`config.mk`:
```
export PLATFORM = sky130hd
export DESIGN_NAME = reg_slice_buf
export DESIGN_NICKNAME = d
export VERILOG_FILES = /design/src/rtl/reg_slice_buf.sv
export SDC_FILE = /design/constraint.sdc
export NUM_CORES = 1
export LEC_CHECK = 0
export CAP_MARGIN = 20
export CORE_AREA = 2 2 39 41
export CTS_CLUSTER_DIAMETER = 40
export DETAILED_ROUTE_END_ITERATION = 10
export DIE_AREA = 0 0 41 43
export PLACE_DENSITY = 0.5
export RECOVER_POWER = 50
export SLEW_MARGIN = 20
export SYNTH_ARGS = -nofsm -noshare
export SYNTH_HDL_FRONTEND = slang
export SYNTH_SLANG_ARGS = --single-unit
```
`constraint.sdc`:
```
create_clock -name clk -period 1.52 [get_ports clk]
set_input_delay 0.456 -clock clk [delete_from_list [all_inputs] [get_ports clk]]
set_output_delay 0.456 -clock clk [all_outputs]
set_load 0.02 [all_outputs]
```
`src/rtl/reg_slice_buf.sv`:
```
// reg_slice_buf: registered valid/ready FIFO buffer with flush, occupancy count and almost-full flag
module reg_slice_buf #(
  parameter type PLD_TYPE = logic,
  parameter int DEPTH = 2,
  parameter int AFULL_THRESH = DEPTH - 1,
  parameter bit NO_DATA_RESET = 1'b0
) (
  input  logic                       clk,
  input  logic                       rst_n,
  input  logic                       flush,
  input  PLD_TYPE                    s_pld,
  input  logic                       s_vld,
  output logic                       s_rdy,
  output PLD_TYPE                    m_pld,
  output logic                       m_vld,
  input  logic                       m_rdy,
  output logic [$clog2(DEPTH+1)-1:0] count,
  output logic                       afull
);
  localparam int PW = $clog2(DEPTH);
  localparam int CW = $clog2(DEPTH + 1);
  logic [PW-1:0] rd_ptr, wr_ptr;
  logic rst_lock, push, pop;
  PLD_TYPE mem [DEPTH];
  if (DEPTH < 2 || DEPTH > 64) begin : g_bad_depth
    $error("reg_slice_buf: DEPTH must be in 2..64");
  end
  if (AFULL_THRESH < 1 || AFULL_THRESH > DEPTH) begin : g_bad_thresh
    $error("reg_slice_buf: AFULL_THRESH must be in 1..DEPTH");
  end
  assign s_rdy = (count < CW'(DEPTH)) && rst_lock && ~flush;
  assign m_vld = count != '0;
  assign m_pld = mem[rd_ptr];
  assign afull = count >= CW'(AFULL_THRESH);
  assign push  = s_vld && s_rdy;
  assign pop   = m_vld && m_rdy;
  function automatic logic [PW-1:0] nxt(input logic [PW-1:0] p);
    return p == PW'(DEPTH - 1) ? '0 : p + 1'b1;
  endfunction
  // rst_lock keeps s_rdy low through the first edge after reset release
  always_ff @(posedge clk or negedge rst_n)
    if (!rst_n) rst_lock <= 1'b0;
    else rst_lock <= 1'b1;
  // pointers and occupancy; flush overrides push and pop in the same cycle
  always_ff @(posedge clk or negedge rst_n)
    if (!rst_n) begin
      rd_ptr <= '0;
      wr_ptr <= '0;
      count  <= '0;
    end else if (flush) begin
      rd_ptr <= '0;
      wr_ptr <= '0;
      count  <= '0;
    end else begin
      if (push) wr_ptr <= nxt(wr_ptr);
      if (pop) rd_ptr <= nxt(rd_ptr);
      count <= count + CW'(push) - CW'(pop);
    end
  if (NO_DATA_RESET) begin : g_nrst
    // payload storage without reset, written on every accepted beat
    always_ff @(posedge clk)
      if (push) mem[wr_ptr] <= s_pld;
  end else begin : g_rst
    // payload storage cleared on reset, written on every accepted beat
    always_ff @(posedge clk or negedge rst_n)
      if (!rst_n) for (int i = 0; i < DEPTH; i++) mem[i] <= '0;
      else if (push) mem[wr_ptr] <= s_pld;
  end
endmodule

```
==> qor.yml <==
crit_fanout: 5
syn-num-nets: 38
drtAntennaViolNets: 0
r2r_cells: 7
worstReg2RegEnd: "count[1]"
slew_violations: 0
rsz0062_at_grt: "true"
violations: "negative setup slack"
place_inst: 63
hold_end: "mem[1]"
drt_iter0_markers: 0
hold_buffers: 0
fin_worst_skew_ns: 0.000763
p_per_area_nw_per_um2: 1850
grt_first_pass_wirelength_um: 1480
vias: 301
synth_edf_count: 0
status: "complete, but fails checks"
drive_above_1_share_pct: 62.3
htreeDepth: 1
synthTopCellsByCount: "dfrtp_1, ha_1, nor2_1, or2_2"
yosys.area.top_type: "dfrtp_1"
fill_cells: 133
crit_type: "flip-flop to primary output"
postSynthCellCount: 30
clk_latency_ns: 0.24
holdPathStages: 1
die-area_um2: 1760
finalHoldViolations: 0
drc_errors: 0
synth-main-ff-cell: "dfrtp_1"
cts.path.max_buffers: 2
hold_path_startpoint: "mem[1]"
cp_top_family: "flip-flops"
coreArea_um2: 1380
dp_slack_ns: -0.737
overflow: 0
drv_cap: 0
crit_arrival_ns: 1.20
yosysSeqAreaShare_pct: 49.0
rows: 14
fp.dieW_um: 41
final_cell_area_um2: 624
setup_viol: 5
worst-path-buf-inv: 2
synthTopCellsByArea: "dfrtp_1, ha_1, mux2_4"
avgViaCountPerCell: 4.36
postLayoutCoreUtil_pct: 45.1
worstPathRequired_ns: 1.06
async_reset_ff_share_pct: 100
grt_pass1_vias: 330
yosysMostFrequentCell: "dfrtp_1"
ys_types: 21
post-route-period-util_pct: 109
routedWlPerCell_um: 13.1
start_util_pct: 25.9
clk_pin_slew_ns: 0.05
r2r_start: "count[1]"
wl_um: 906
syn_to_final_growth_pct: 74.5
peakVddDrop_v: 0.000685
numCtsBuffers: 3
end_kind: "primary output"
hold_path_class: "flip-flop to flip-flop"
firstDrtPassIters: 1
port_buffers: 11
crit_slowest_cell: "dfrtp_2"
cts_tree: "done"
max_stage_delay_ns: 0.44
multi_input_area_um2: 244
ys_ff_latch: 7
r2r_setup_slack_ns: -0.07
grt_max_degree: 8
synth_top_area_share_pct: 49.0
path_cells: "buf_4, or2_4, buf_6"
p_leak_uw: 0.000297
grtUsageTotal_pct: 13.2
clock.fmax_ghz: 0.605
cts_root_buf: "clkbuf_4"
design.portCount: 12
layout.cells.non_filler: 69
placed_area_um2: 551
die_h_um: 43
netlist_area_um2: 358
hpwl_um: 621
grt_antenna_before_repair: 0
period_minus_slack_ns: 1.65
ys_warn_count: 0
layout_setup_ws_ns: -0.133
gp_congestion: 0.696
avgSynthCellArea_um2: 11.9
diodes: 0
clock_sinks: 7
nets: 62
register_area_um2: 176
start_kind: "flip-flop"
-- worst max-delay path by stage --
stage	from	to	slack, ns	cells after the start
after floorplan	count[1]	count[1]	-0.15	7
after global placement	flush	s_rdy	-0.70	3
after detailed placement	flush	s_rdy	-0.74	3
after CTS	count[1]	count[1]	-0.19	7
after global routing	count[1]	m_vld	-0.17	3
final	count[1]	m_vld	-0.13	3
-- layout make-up --
| cell class | count | share of cell area (%) |
|---|---|---|
| flip-flops and latches | 7 | 28.3 |
| clock buffers | 4 | 4.21 |
| multi-input cells | 22 | 39.1 |
| well taps | 16 | 3.21 |
| repair buffers | 19 | 24.6 |
| inverters | 1 | 0.601 |
-- state kept, by name (all words and copies together), names as in the netlist --
register and count:
rst_lock 1, wr_ptr 1, mem 2, rd_ptr 1
count 2
-- through the flow --
step | total power, µW | TNS, ns | hold slack [ns]
after floorplan | 595 | -0.156 | 0.160
after global placement | 831 | -3.06 | 0.470
after detailed placement | 852 | -3.38 | 0.503
after CTS | 1130 | -0.680 | 0.490
after global routing | 1230 | -0.609 | 0.537
final | 1160 | -0.347 | 0.517
-- routing by layer --
metal / up-vias / GRT usage [%] / routed length (µm)
met3: 0 / 3.14 / 46
met2: 7 / 22.8 / 512
met1: 147 / 14.1 / 347
met5: - / 0 / 0
met4: 0 / 6.00 / 0
li1: 147 / - / -
-- repair_timing --
action                                  CTS  global route
endpoints found under the setup margin    9             6
resized for setup                        40             7
buffers inserted                          2             0
pin swaps                                 4             3
hold endpoints to repair                  0             0
-- worst register-to-register path, cell delays in order, from the launching register on --
cell and delay (ns):
dfrtp_2 0.44, nand4bb_4 0.23, ha_4 0.29, inv_2 0.04
ha_4 0.15, xor2_2 0.14, and2_4 0.14, nor3_2 0.08
-- cells by family (layout without fill, tap and decap cells) --
logic type	count (synthesis)	in the layout	share of synthesized area [%]
and+or+nand+nor	12	12	22.7
xor gates and xnor gates	2	2	4.90
AOI/OAI and AO/OA	2	2	3.85
other	1	1	1.05
buffers and inverters	1	24	1.05
DFF	7	7	49.0
adders and majority gates	2	2	6.99
muxes	3	3	10.5
-- power breakdown --
group	total [µW]	switching, µW	internal, µW
clock	167	67.1	100
combinational	677	282	395
sequential	312	60.1	252
total	1160	409	747
-- cell usage in the layout (no fill, tap or decap) --
| cell type | synthesis | routed |
|---|---|---|
| clkbuf_1 | 0 | 1 |
| xor2_2 | 0 | 1 |
| nand3_1 | 1 | 1 |
| mux2_1 | 1 | 1 |
| o21ai_0 | 1 | 1 |
| dlygate4sd2_1 | 0 | 2 |
| nor2_2 | 1 | 1 |
| and2b_1 | 1 | 1 |
| nor3b_2 | 1 | 1 |
| clkdlybuf4s50_1 | 0 | 1 |
| inv_2 | 0 | 1 |
| nand3b_1 | 1 | 1 |
| mux2_4 | 1 | 2 |
| dfrtp_2 | 0 | 1 |
| buf_4 | 0 | 9 |
| buf_6 | 0 | 3 |
| nand4bb_4 | 0 | 1 |
| and2_4 | 0 | 1 |
| or2_4 | 0 | 2 |
| ha_4 | 0 | 2 |
| buf_2 | 0 | 3 |
| clkbuf_4 | 0 | 3 |
| xnor2_1 | 1 | 1 |
| conb_1 | 1 | 1 |
| dlygate4sd3_1 | 0 | 1 |
| dfrtp_1 | 7 | 6 |
| o21a_2 | 1 | 1 |
| nor3_2 | 0 | 1 |
| nor2_1 | 2 | 2 |
Power figures use the tool's default switching activity.
